### src/rtl/reg_bank_reader.sv
// rtl/reg_bank_reader.sv - register bank with a clocked write port and a snapshot read port using a valid/ack handshake
module reg_bank_reader #(
    parameter int WIDTH    = 16,
    parameter int NUM_REGS = 8,
    parameter int ADDR_W   = 3
) (
    input  logic              CLK,
    input  logic              RST,
    input  logic              in_wr_en,
    input  logic [ADDR_W-1:0] in_wr_addr,
    input  logic [WIDTH-1:0]  in_wr_data,
    input  logic              in_rd_req,
    input  logic [ADDR_W-1:0] in_rd_addr,
    input  logic              in_rd_ack,
    output logic              out_rd_valid,
    output logic [WIDTH-1:0]  out_rd_data,
    output logic              out_rd_err,
    output logic              out_rd_busy
);

    localparam logic [0:0] IDLE = 1'b0;
    localparam logic [0:0] RESP = 1'b1;

    // One extra bit so NUM_REGS == 2**ADDR_W still compares correctly.
    localparam logic [ADDR_W:0] NUM_REGS_EXT = (ADDR_W + 1)'(NUM_REGS);

    logic [WIDTH-1:0] regs_q [NUM_REGS];

    logic [0:0]       state_q, state_d;
    logic [WIDTH-1:0] rd_data_q, rd_data_d;
    logic             rd_err_q, rd_err_d;

    logic             wr_in_range;
    logic             rd_in_range;
    logic             bypass;
    logic             capture;
    logic [WIDTH-1:0] rd_mux;

    assign wr_in_range = ({1'b0, in_wr_addr} < NUM_REGS_EXT);
    assign rd_in_range = ({1'b0, in_rd_addr} < NUM_REGS_EXT);

    // A write landing on the same edge as the capture must be visible in the result.
    assign bypass = in_wr_en && wr_in_range && (in_wr_addr == in_rd_addr);

    // New requests are taken when idle, or when the held result is being acked.
    assign capture = in_rd_req && ((state_q == IDLE) || in_rd_ack);

    // Read mux over the implemented registers; unimplemented addresses yield zero.
    always_comb begin
        rd_mux = '0;
        for (int i = 0; i < NUM_REGS; i++) begin
            if (in_rd_addr == ADDR_W'(i)) begin
                rd_mux = regs_q[i];
            end
        end
    end

    // Next-state for the handshake FSM and the held snapshot.
    always_comb begin
        state_d   = state_q;
        rd_data_d = rd_data_q;
        rd_err_d  = rd_err_q;
        if ((state_q == RESP) && in_rd_ack && !in_rd_req) begin
            state_d = IDLE;
        end
        if (capture) begin
            state_d = RESP;
            if (!rd_in_range) begin
                rd_data_d = '0;
                rd_err_d  = 1'b1;
            end else begin
                rd_data_d = bypass ? in_wr_data : rd_mux;
                rd_err_d  = 1'b0;
            end
        end
    end

    // Register bank; out-of-range writes never match any index and are dropped.
    always_ff @(posedge CLK or posedge RST) begin
        if (RST) begin
            for (int i = 0; i < NUM_REGS; i++) begin
                regs_q[i] <= '0;
            end
        end else if (in_wr_en) begin
            for (int i = 0; i < NUM_REGS; i++) begin
                if (in_wr_addr == ADDR_W'(i)) begin
                    regs_q[i] <= in_wr_data;
                end
            end
        end
    end

    // FSM state and the held response.
    always_ff @(posedge CLK or posedge RST) begin
        if (RST) begin
            state_q   <= IDLE;
            rd_data_q <= '0;
            rd_err_q  <= 1'b0;
        end else begin
            state_q   <= state_d;
            rd_data_q <= rd_data_d;
            rd_err_q  <= rd_err_d;
        end
    end

    assign out_rd_valid = (state_q == RESP);
    assign out_rd_data  = rd_data_q;
    assign out_rd_err   = rd_err_q;
    assign out_rd_busy  = (state_q == RESP) && !in_rd_ack;

endmodule

### config.mk
export PLATFORM = sky130hd
export DESIGN_NAME = reg_bank_reader
export DESIGN_NICKNAME = d
export VERILOG_FILES = /design/src/rtl/reg_bank_reader.sv
export SDC_FILE = /design/constraint.sdc
export NUM_CORES = 1
export LEC_CHECK = 0
export CAP_MARGIN = 15
export CORE_ASPECT_RATIO = 0.5
export CORE_UTILIZATION = 64
export DETAILED_ROUTE_END_ITERATION = 10
export MAX_ROUTING_LAYER = met4
export PLACE_DENSITY_LB_ADDON = 0.1
export SLEW_MARGIN = 10
export SYNTH_ARGS = -nofsm -noshare
export SYNTH_HDL_FRONTEND = slang
export SYNTH_SLANG_ARGS = --single-unit
### constraint.sdc
create_clock -name CLK -period 15.6 [get_ports CLK]
set_input_delay 4.68 -clock CLK [delete_from_list [all_inputs] [get_ports CLK]]
set_output_delay 4.68 -clock CLK [all_outputs]
set_load 0.02 [all_outputs]
After elaboration in Yosys (flattened, before gate mapping):

Cells that the tools add are included.

* reduce and logical (&&, ||, !) cells: 19
* bitwise gates (word level): 1
* multiplexer cells: 11
* equal/unequal tests: 15

Operators by type and width (count)
* $mux W16: 9
* $eq A3 B3 Y1 const B: 8
* $reduce_and A2 Y1: 8
* $eq A3 B2 Y1 const B: 4
* $eq A3 B1 Y1 const B: 2
* $logic_not A3 Y1: 2
* $logic_and A1 B1 Y1: 5
* $eq A3 B3 Y1: 1
* $logic_not A1 Y1: 2
* $mux W1: 2
* $reduce_bool A2 Y1: 1
* $logic_or A1 B1 Y1: 1
* $not A1 Y1: 1

* output and inout port bits: 19
* bits of input ports: 27
* flip-flop bits (word level): 145

Logic depth before layout (Yosys ltp):

Gate-level depths: netlist of the first run.

* word-level depth: 10
* mapped depth: 7
* gate-level depth less buffers: 4

Worst setup path after synthesis of the first run:

Ideal clock, no wire load.

* kind: input port to output port
* start point: in in_rd_ack
* end point: out out_rd_busy
* required time: 10.920 ns
* cell stages on the path: 2
* slack: 5.924 ns
* buffers on the path: 0
* data arrival time: 4.996 ns
* path through: nand2b_1 > inv_1

* cells in the longest elaborated chain, start to end: 2

RTL lines
* start, declared: line 14 `input logic in_rd_ack,`
* $logic_not A1 Y1: line 109 `assign out_rd_busy = (state_q == RESP) && !in_rd_ack;`
* $logic_and A1 B1 Y1: line 109
* end, declared: line 18 `output logic out_rd_busy`

Every way passes these cells.

Final worst setup path of the first run:

Same ends and word-level chain as after synthesis.

==> results of run 1 <==
-- area by class of cell --
cell class	count	area (um^2)
Clock buffer	18	439.2
Clock inverter	13	234.0
Fill cell	645	2360
Inverter	26	102.6
Multi-Input combinational cell	336	3005
Sequential cell	145	3628
Tap cell	140	175.2
Timing Repair Buffer	53	498.0
-- registers in the layout (all words and copies together) (netlist names) --
| signal | cells |
|---|---|
| regs_q | 128 |
| out_rd_data | 16 |
| out_rd_valid | 1 |
-- kinds of logic after synthesis --
| kind of cell | Yosys count |
|---|---|
| compound gates | 67 |
| xor+xnor | 3 |
| buf+inv | 64 |
| flops | 145 |
| mux | 169 |
| other cells | 1 |
| simple gates | 96 |
-- cells in the mapped netlist, types with 2 or more instances --
| cell type | n |
|---|---|
| a211oi_1 | 7 |
| nor3_1 | 15 |
| nand3_1 | 11 |
| nand2b_1 | 8 |
| o21ai_0 | 5 |
| a21oi_1 | 7 |
| mux2_2 | 126 |
| a221o_1 | 4 |
| and3_1 | 4 |
| buf_12 | 2 |
| mux4_2 | 2 |
| o22ai_1 | 3 |
| or2b_1 | 2 |
| nand4b_2 | 3 |
| nor3b_4 | 2 |
| o32ai_1 | 3 |
| inv_1 | 25 |
| nand2_1 | 26 |
| a22oi_1 | 3 |
| o221ai_1 | 22 |
| xnor2_1 | 3 |
| a311oi_1 | 9 |
| mux2_4 | 4 |
| nor2_1 | 15 |
| clkbuf_1 | 5 |
| buf_2 | 13 |
| buf_4 | 8 |
| dfrtp_1 | 145 |
| buf_6 | 10 |
| mux2i_1 | 37 |
-- power by group through the flow --
stage	combinational, mW	clock, mW	sequential, mW
2_1_floorplan	0.144	0	0.506
3_3_place_gp	0.200	0	0.503
6_report	0.209	0.470	0.505
5_1_grt	0.227	0.487	0.514
3_5_place_dp	0.206	0	0.508
4_1_cts	0.210	0.469	0.504
-- path summary, 6_finish.rpt --
path	startpoint	to	slack (ps)	depth (start not counted)
max in group asynchronous	RST	regs_q[47]	9580	3
max reg2reg	out_rd_valid	out_rd_data[6]	13770	5
min in group asynchronous	RST	regs_q[35]	4800	2
min	regs_q[47]	regs_q[47]	490	2
min reg2reg	regs_q[47]	regs_q[47]	490	2
max	in_rd_ack	out_rd_busy	5010	4
-- cells in the final DEF (no fill, tap or decap), types with 3 or more instances in the layout --
master	count
mux2_4	4
a22oi_1	3
nand2b_1	8
and3_1	4
a221o_1	4
clkbuf_16	17
clkinvlp_4	3
nor2_1	15
a21oi_1	7
mux2_2	126
nand2_1	26
nor3_1	15
a211oi_1	7
o22ai_1	3
bufinv_16	6
o221ai_1	22
o32ai_1	3
o21ai_0	5
clkdlybuf4s50_1	42
a311oi_1	9
xnor2_1	3
mux2i_1	37
dfrtp_1	145
nand4b_2	3
nand3_1	11
inv_1	24
buf_4	9
-- critical path: cells and delay by family --
kind | cells | cell delay (ps)
AND/OR/NAND/NOR | 1 | 180
buffers and inverters | 3 | 1060
-- metrics by stage --
stage | util [%] | area, um^2 | hold WS, ps
floorplan | - | 7028 | 443.6
global placement | 70.96 | 7410 | 458.2
detailed placement | 70.96 | 7410 | 481.4
CTS | 77.40 | 8083 | 493.9
global route | 77.40 | 8083 | 515.7
finish | 77.40 | 8083 | 486.7
-- metal layers --
layer | wire length, um | vias up | global-route usage [%]
li1 | - | 2051 | -
met1 | 7454 | 2499 | 45.45
met2 | 7908 | 188 | 49.91
met3 | 1154 | 41 | 7.545
met4 | 327 | 0 | 9.596
met5 | 0 | - | -
==> results.yml, run 1 <==
finish:
  diodes: 0
  final_cells: 731
  area_growth_pct: 15.01
  drive_above_1_share_pct: 31.64
  fin_nets: 606
timing:
  final.period_utilization_pct: 67.90
  finalSetupViolCount: 0
  finalClockSkew_ps: 9.644
  period_needed_ps: 10590
  tns_ps: 0
  max_slew.worst_pin.slew_ps: 1200
  max_slew_margin_pct: 19.91
  timing.fmax_mhz: 94.41
  slew_viol_final: 0
  rsz0062_at_grt: "no"
  hold_viol: 0
  fin_ws_ps: 5008
setup_path:
  path_common_cell: "clkdlybuf4s50_1"
  criticalPathCategory: "in -> out"
  path_cells: "clkdlybuf4s50_1 -> nand2b_1 -> inv_1 -> clkdlybuf4s50_1"
  critPathMaxStageDelay_ps: 600
  cp.arrival_ps: 5910
  critPathLaunchType: "primary input"
  cp_slowest_cell: "clkdlybuf4s50_1"
  path_max_fanout: 4
  critPathRequiredTime_ps: 10920
  setup.worst_path.end_class: "primary output"
clocking:
  clock_latency_ps: 430
  cts_buffer_depth: 2
  cts_sinks: 145
  cts_tree: "done"
  root_buffer: "clkbuf_16"
  postCtsSetupBuffers: 0
  clk_pin_slew_ps: 60
  cts-buffers-inserted: 17
  htree_levels: 4
  post_cts_resized: 0
  hold_buffers: 0
placed_design:
  preCtsSetupSlack_ps: 5002
  globalplace.congestion: 0.7937
  dp_hpwl_um: 9042
  placed_cells: 700
  port_buffers: 44
yosys:
  synth-main-ff-cell: "dfrtp_1"
  synthTopCellsByArea: "dfrtp_1, mux2_2, mux2i_1"
  synth_fa_ha_area_share_pct: 0
  synthSimpleGateAreaFrac_pct: 7.833
  yosysTopAreaCellShare_pct: 51.63
  syn_nets: 572
  synthesis.instances: 545
  yosys_warnings: 0
  synth_edf_count: 0
  yosys.area.top_type: "dfrtp_1"
  synthMuxAreaShare_pct: 26.95
  synth-seq-cells: 145
  ys_seq_area_share_pct: 51.63
  syn_area_um2: 7028
  synth_top_family_by_area: "multiplexers"
  yosys.area_share.xor_xnor_pct: 0.3739
  synth_compound_area_share_pct: 7.549
  async_flop_share_pct: 100.0
  avgSynthCellArea_um2: 12.90
  synthDistinctLibCells: 46
power_and_ir_drop:
  ir_drop_mv: 0.08963
  power.switching_mw: 0.3088
  p_per_area_nw_per_um2: 146.5
  p_total_mw: 1.184
  p_int_mw: 0.8753
  clkPwrFrac_pct: 39.7
  swShare_pct: 26.08
  power_leakage_nw: 3.518
  pwr-share-comb_pct: 17.7
  seqPwrFrac_pct: 42.7
grt:
  grt_usage_pct: 33.17
  grt_max_degree: 93
  overflow: 0
  antenna_found_initial: 0
  grt_pass1_vias: 4875
  grt_pass1_wl_um: 27050
die:
  die_area_um2: 11430
  boundaryPins: 46
  fp.dieW_um: 150.2
  start_util_pct: 67.30
  dieHeight_um: 76.10
  core_um2: 10440
  rows: 26
drt:
  wl_per_cell_um: 23.04
  route.detailed.drc: 0
  vias: 4779
  viasPerCell: 6.538
  wl_um: 16840
  dr.pass1.iters: 6
  drtIter0Drc: 382
  drtAntennaViolNets: 0
run_status:
  status: "completed"
min_path:
  hold_path_class: "reg -> reg"
run:
  cap_viol_max_count: 0
No activity file was read; power rests on OpenSTA's default activity.
==> inputs of run 2 (changes only) <==
CORE_UTILIZATION = 59   (was 64)
clock period = 10.7 ns   (was 15.6 ns; I/O delays follow)
==> run 2 against run 1 <==
Net effect: clock-buffer cell count grew 5; wire length shrank 5.6%; critical path depth is the same; highest routed layer unchanged; via count shrank 3.0%; non-clock buffer count shrank 3; flip-flop and latch count is the same; power grew 40%; global-route usage shrank 4.0 points; critical path type unchanged.
==> results.yml, run 2 (synthesis gave the netlist of run 1 again) <==
power_and_ir_drop:
  power_leakage_nw: 3.486
  p_total_mw: 1.655
  p_per_area_nw_per_um2: 206.0
  ir_drop_mv: 0.1077
timing:
  rsz0062_at_grt: "no"
  period_needed_ps: 7645
  finalSetupViolCount: 0
  final.period_utilization_pct: 71.45
  timing.fmax_mhz: 130.8
  finalClockSkew_ps: 6.604
  hold_viol: 0
  max_slew.worst_pin.slew_ps: 1179
  slew_viol_final: 0
  tns_ps: 0
  fin_ws_ps: 3055
  max_slew_margin_pct: 21.13
  hold-worst-slack_ps: 478.1
die:
  boundaryPins: 46
  start_util_pct: 62.29
  core_um2: 11280
  fp.dieW_um: 156.4
  rows: 27
  dieHeight_um: 79.18
  die_area_um2: 12380
min_path:
  min_from: "regs_q[47]"
  hold_path_class: "reg -> reg"
  hold_path_depth: 2
placed_design:
  preCtsSetupSlack_ps: 3055
  dp_hpwl_um: 8925
  globalplace.congestion: 0.7805
  port_buffers: 44
  placed_cell_area_um2: 7403
  placed_cells: 715
run:
  cap_viol_max_count: 0
grt:
  antenna_found_initial: 0
  grt_max_degree: 80
  overflow: 0
  grt_pass1_wl_um: 25740
  grt_usage_pct: 29.12
  grt_pass1_vias: 4683
setup_path:
  critPathRequiredTime_ps: 7490
  critPathBufInv: 3
  critPathLaunchType: "primary input"
  worst-path-stages: 4
  critPathLaunch: "in_rd_ack"
  path_max_fanout: 4
  path_cells: "clkdlybuf4s50_1 -> nand2b_1 -> inv_1 -> clkdlybuf4s50_1"
  criticalPathCategory: "in -> out"
  cp.arrival_ps: 4440
  r2r_start: "out_rd_valid"
  crit_family: "buffers and inverters"
  critPathMaxStageDelay_ps: 590
  cp_slowest_cell: "clkdlybuf4s50_1"
  ff2ff_path_depth: 4
  setup.worst_path.end_class: "primary output"
  path_common_cell: "clkdlybuf4s50_1"
finish:
  largest-register: "regs_q"
  fin_nets: 603
  largest_reg_flops: 128
  final_cells: 748
  drive_above_1_share_pct: 31.07
  diodes: 0
  area_growth_pct: 14.33
  final_cell_area_um2: 8035
  layout_common_cells: "dfrtp_1, mux2_2, clkdlybuf4s50_1"
  final_core_util_pct: 71.21
  layout_commonest_cell: "dfrtp_1"
clocking:
  htree_levels: 4
  postCtsSetupBuffers: 0
  hold_buffers: 0
  cts_sinks: 145
  clk_pin_slew_ps: 60
  post_cts_resized: 0
  cts_tree: "done"
  cts_buffer_depth: 2
  cts-buffers-inserted: 17
  clock_latency_ps: 420
  root_buffer: "clkbuf_16"
drt:
  wl_um: 15910
  vias: 4634
  dr.pass1.iters: 5
  wl_per_cell_um: 21.27
  drtIter0Drc: 390
  route.detailed.drc: 0
  drtAntennaViolNets: 0
  viasPerCell: 6.195
run_status:
  status: "completed"
-- run 2: final timing paths --
path                             endpoint  slack, ps
max                           out_rd_busy       3050
min                            regs_q[47]        480
max reg2reg                out_rd_data[0]       8390
min reg2reg                    regs_q[47]        480
max in group asynchronous      regs_q[30]       6050
min in group asynchronous      regs_q[51]       3240
-- run 2: cell type report --
cell class / count / area, um^2
multi-input cells: 336 / 3005
inverters: 26 / 102.6
well taps: 159 / 198.9
flip-flops and latches: 145 / 3628
clock buffers: 23 / 488.0
clock inverters: 9 / 128.9
repair buffers: 50 / 483.0
fillers: 787 / 3248
-- run 2: per-layer routing --
| metal | vias to the layer above | routed length, um | global-route usage, % |
|---|---|---|---|
| met5 | - | 0 | - |
| met4 | 0 | 235 | 10.49 |
| met3 | 24 | 829 | 4.858 |
| met2 | 137 | 7318 | 43.30 |
| met1 | 2410 | 7524 | 40.69 |
| li1 | 2063 | - | - |
-- run 2: power by group --
part           switching [mW]  internal, mW
sequential             0.0643         0.668
clock                   0.231         0.391
combinational           0.136         0.165
-- run 2: tightest hold or removal path, cell delays in order, from the launching register on --
cell and delay (ps):
dfrtp_1 340, nand2_1 40, o21ai_0 60
==> inputs of run 3 (changes only) <==
clock period = 7.8 ns   (was 10.7 ns; I/O delays follow)
==> run 3 against run 2 <==
Net effect: clock-buffer cell count fell by 2; setup slack got worse by 1200 ps; clock skew rose by 1.8 ps; non-clock buffer count did not move; register-to-register slack got worse by 2500 ps; final area fell by 0.76%; flip-flop and latch count did not move; global-route usage fell by 0.55 points; largest power group unchanged.
==> results.yml, run 3 (synthesis gave the netlist of run 1 again) <==
power_and_ir_drop:
  ir_drop_mv: 0.1657
  p_per_area_nw_per_um2: 276.6
  power_leakage_nw: 3.457
  p_total_mw: 2.206
finish:
  fin_nets: 603
  largest-register: "regs_q"
  layout_commonest_cell: "dfrtp_1"
  final_cells: 747
  drive_above_1_share_pct: 30.78
  regArea_um2: 3628
  multi_input_area_um2: 3005
  largest_reg_flops: 128
  layout_common_cells: "dfrtp_1, mux2_2, clkdlybuf4s50_1"
  fillCellCount: 780
  diodes: 0
  area_growth_pct: 13.46
timing:
  hold_viol: 0
  timing.fmax_mhz: 168.6
  hold-worst-slack_ps: 490.0
  finalClockSkew_ps: 8.358
  max_slew.worst_pin.slew_ps: 1170
  slew_viol_final: 0
  finalSetupViolCount: 0
  period_needed_ps: 5931
  rsz0062_at_grt: "no"
  max_slew_margin_pct: 21.95
  tns_ps: 0
  final.period_utilization_pct: 76.03
setup_path:
  setup.worst_path.end_class: "primary output"
  critPathLaunchType: "primary input"
  criticalPathCategory: "in -> out"
  cp.arrival_ps: 3590
  critPathRequiredTime_ps: 5460
  path_max_fanout: 4
run_status:
  status: "completed"
clocking:
  cts_tree: "done"
  hold_buffers: 0
  cts_buffer_depth: 2
  clock_latency_ps: 430
  htree_levels: 4
  cts_sinks: 145
  clk_pin_slew_ps: 60
  cts-buffers-inserted: 17
  post_cts_resized: 0
  root_buffer: "clkbuf_16"
  postCtsSetupBuffers: 0
drt:
  vias: 4608
  dr.pass1.iters: 5
  viasPerCell: 6.169
  drtAntennaViolNets: 0
  drtIter0Drc: 374
  wl_per_cell_um: 21.10
  wl_um: 15760
  route.detailed.drc: 0
die:
  rows: 27
  boundaryPins: 46
  fp.dieW_um: 156.4
  core_um2: 11280
  die_area_um2: 12380
  dieHeight_um: 79.18
  start_util_pct: 62.29
grt:
  grt_max_degree: 97
  overflow: 0
  grt_pass1_vias: 4599
  grt_pass1_wl_um: 25170
  antenna_found_initial: 0
  grt_usage_pct: 28.58
placed_design:
  placed_cells: 716
  globalplace.congestion: 0.7688
  dp_hpwl_um: 9018
  port_buffers: 44
run:
  cap_viol_max_count: 0
min_path:
  hold_path_class: "reg -> reg"
==> run 3: path summary, 6_finish.rpt <==
path / from / to / slack, ps / depth (start not counted)
setup / recovery: in_rd_ack / out_rd_busy / 1870 / 4
hold / removal: regs_q[31] / regs_q[31] / 490 / 2
setup reg to reg: out_rd_valid / out_rd_data[12] / 5900 / 4
hold reg to reg: regs_q[31] / regs_q[31] / 490 / 2
max in group asynchronous: RST / regs_q[13] / 4140 / 3
min in group asynchronous: RST / regs_q[115] / 2450 / 2
==> run 3: routing by layer <==
metal	share of wire (%)	global-route usage, %	up-vias
li1	-	-	2058
met1	47	39.29	2390
met2	46	42.59	137
met3	5.4	6.823	23
met4	1.1	8.137	0
met5	0	-	-
==> run 3: final cells by class <==
class	count	area share, %
Clock buffer	21	5.649
Clock inverter	10	1.412
Inverter	26	1.287
Multi-Input combinational cell	336	37.69
Sequential cell	145	45.50
Tap cell	159	2.495
Timing Repair Buffer	50	5.963
==> run 3: power by group <==
part	switching [mW]	internal, mW	total [mW]
Clock	0.314	0.475	0.789
Sequential	0.0888	0.916	1.00
Combinational	0.186	0.226	0.412
==> run 3: stage by stage <==
step / setup slack (ps) / utilization (%) / cell area [um^2]
2_1_floorplan: 1565 / - / 7028
3_3_place_gp: 1905 / 65.68 / 7411
3_5_place_dp: 1867 / 65.68 / 7411
4_1_cts: 1871 / 70.67 / 7974
5_1_grt: 1809 / 70.67 / 7974
6_report: 1870 / 70.67 / 7974
==> run 3: worst max-delay path, cell delays in order <==
cell and delay [ps]:
clkdlybuf4s50_1 390, nand2b_1 190, inv_1 70, clkdlybuf4s50_1 600
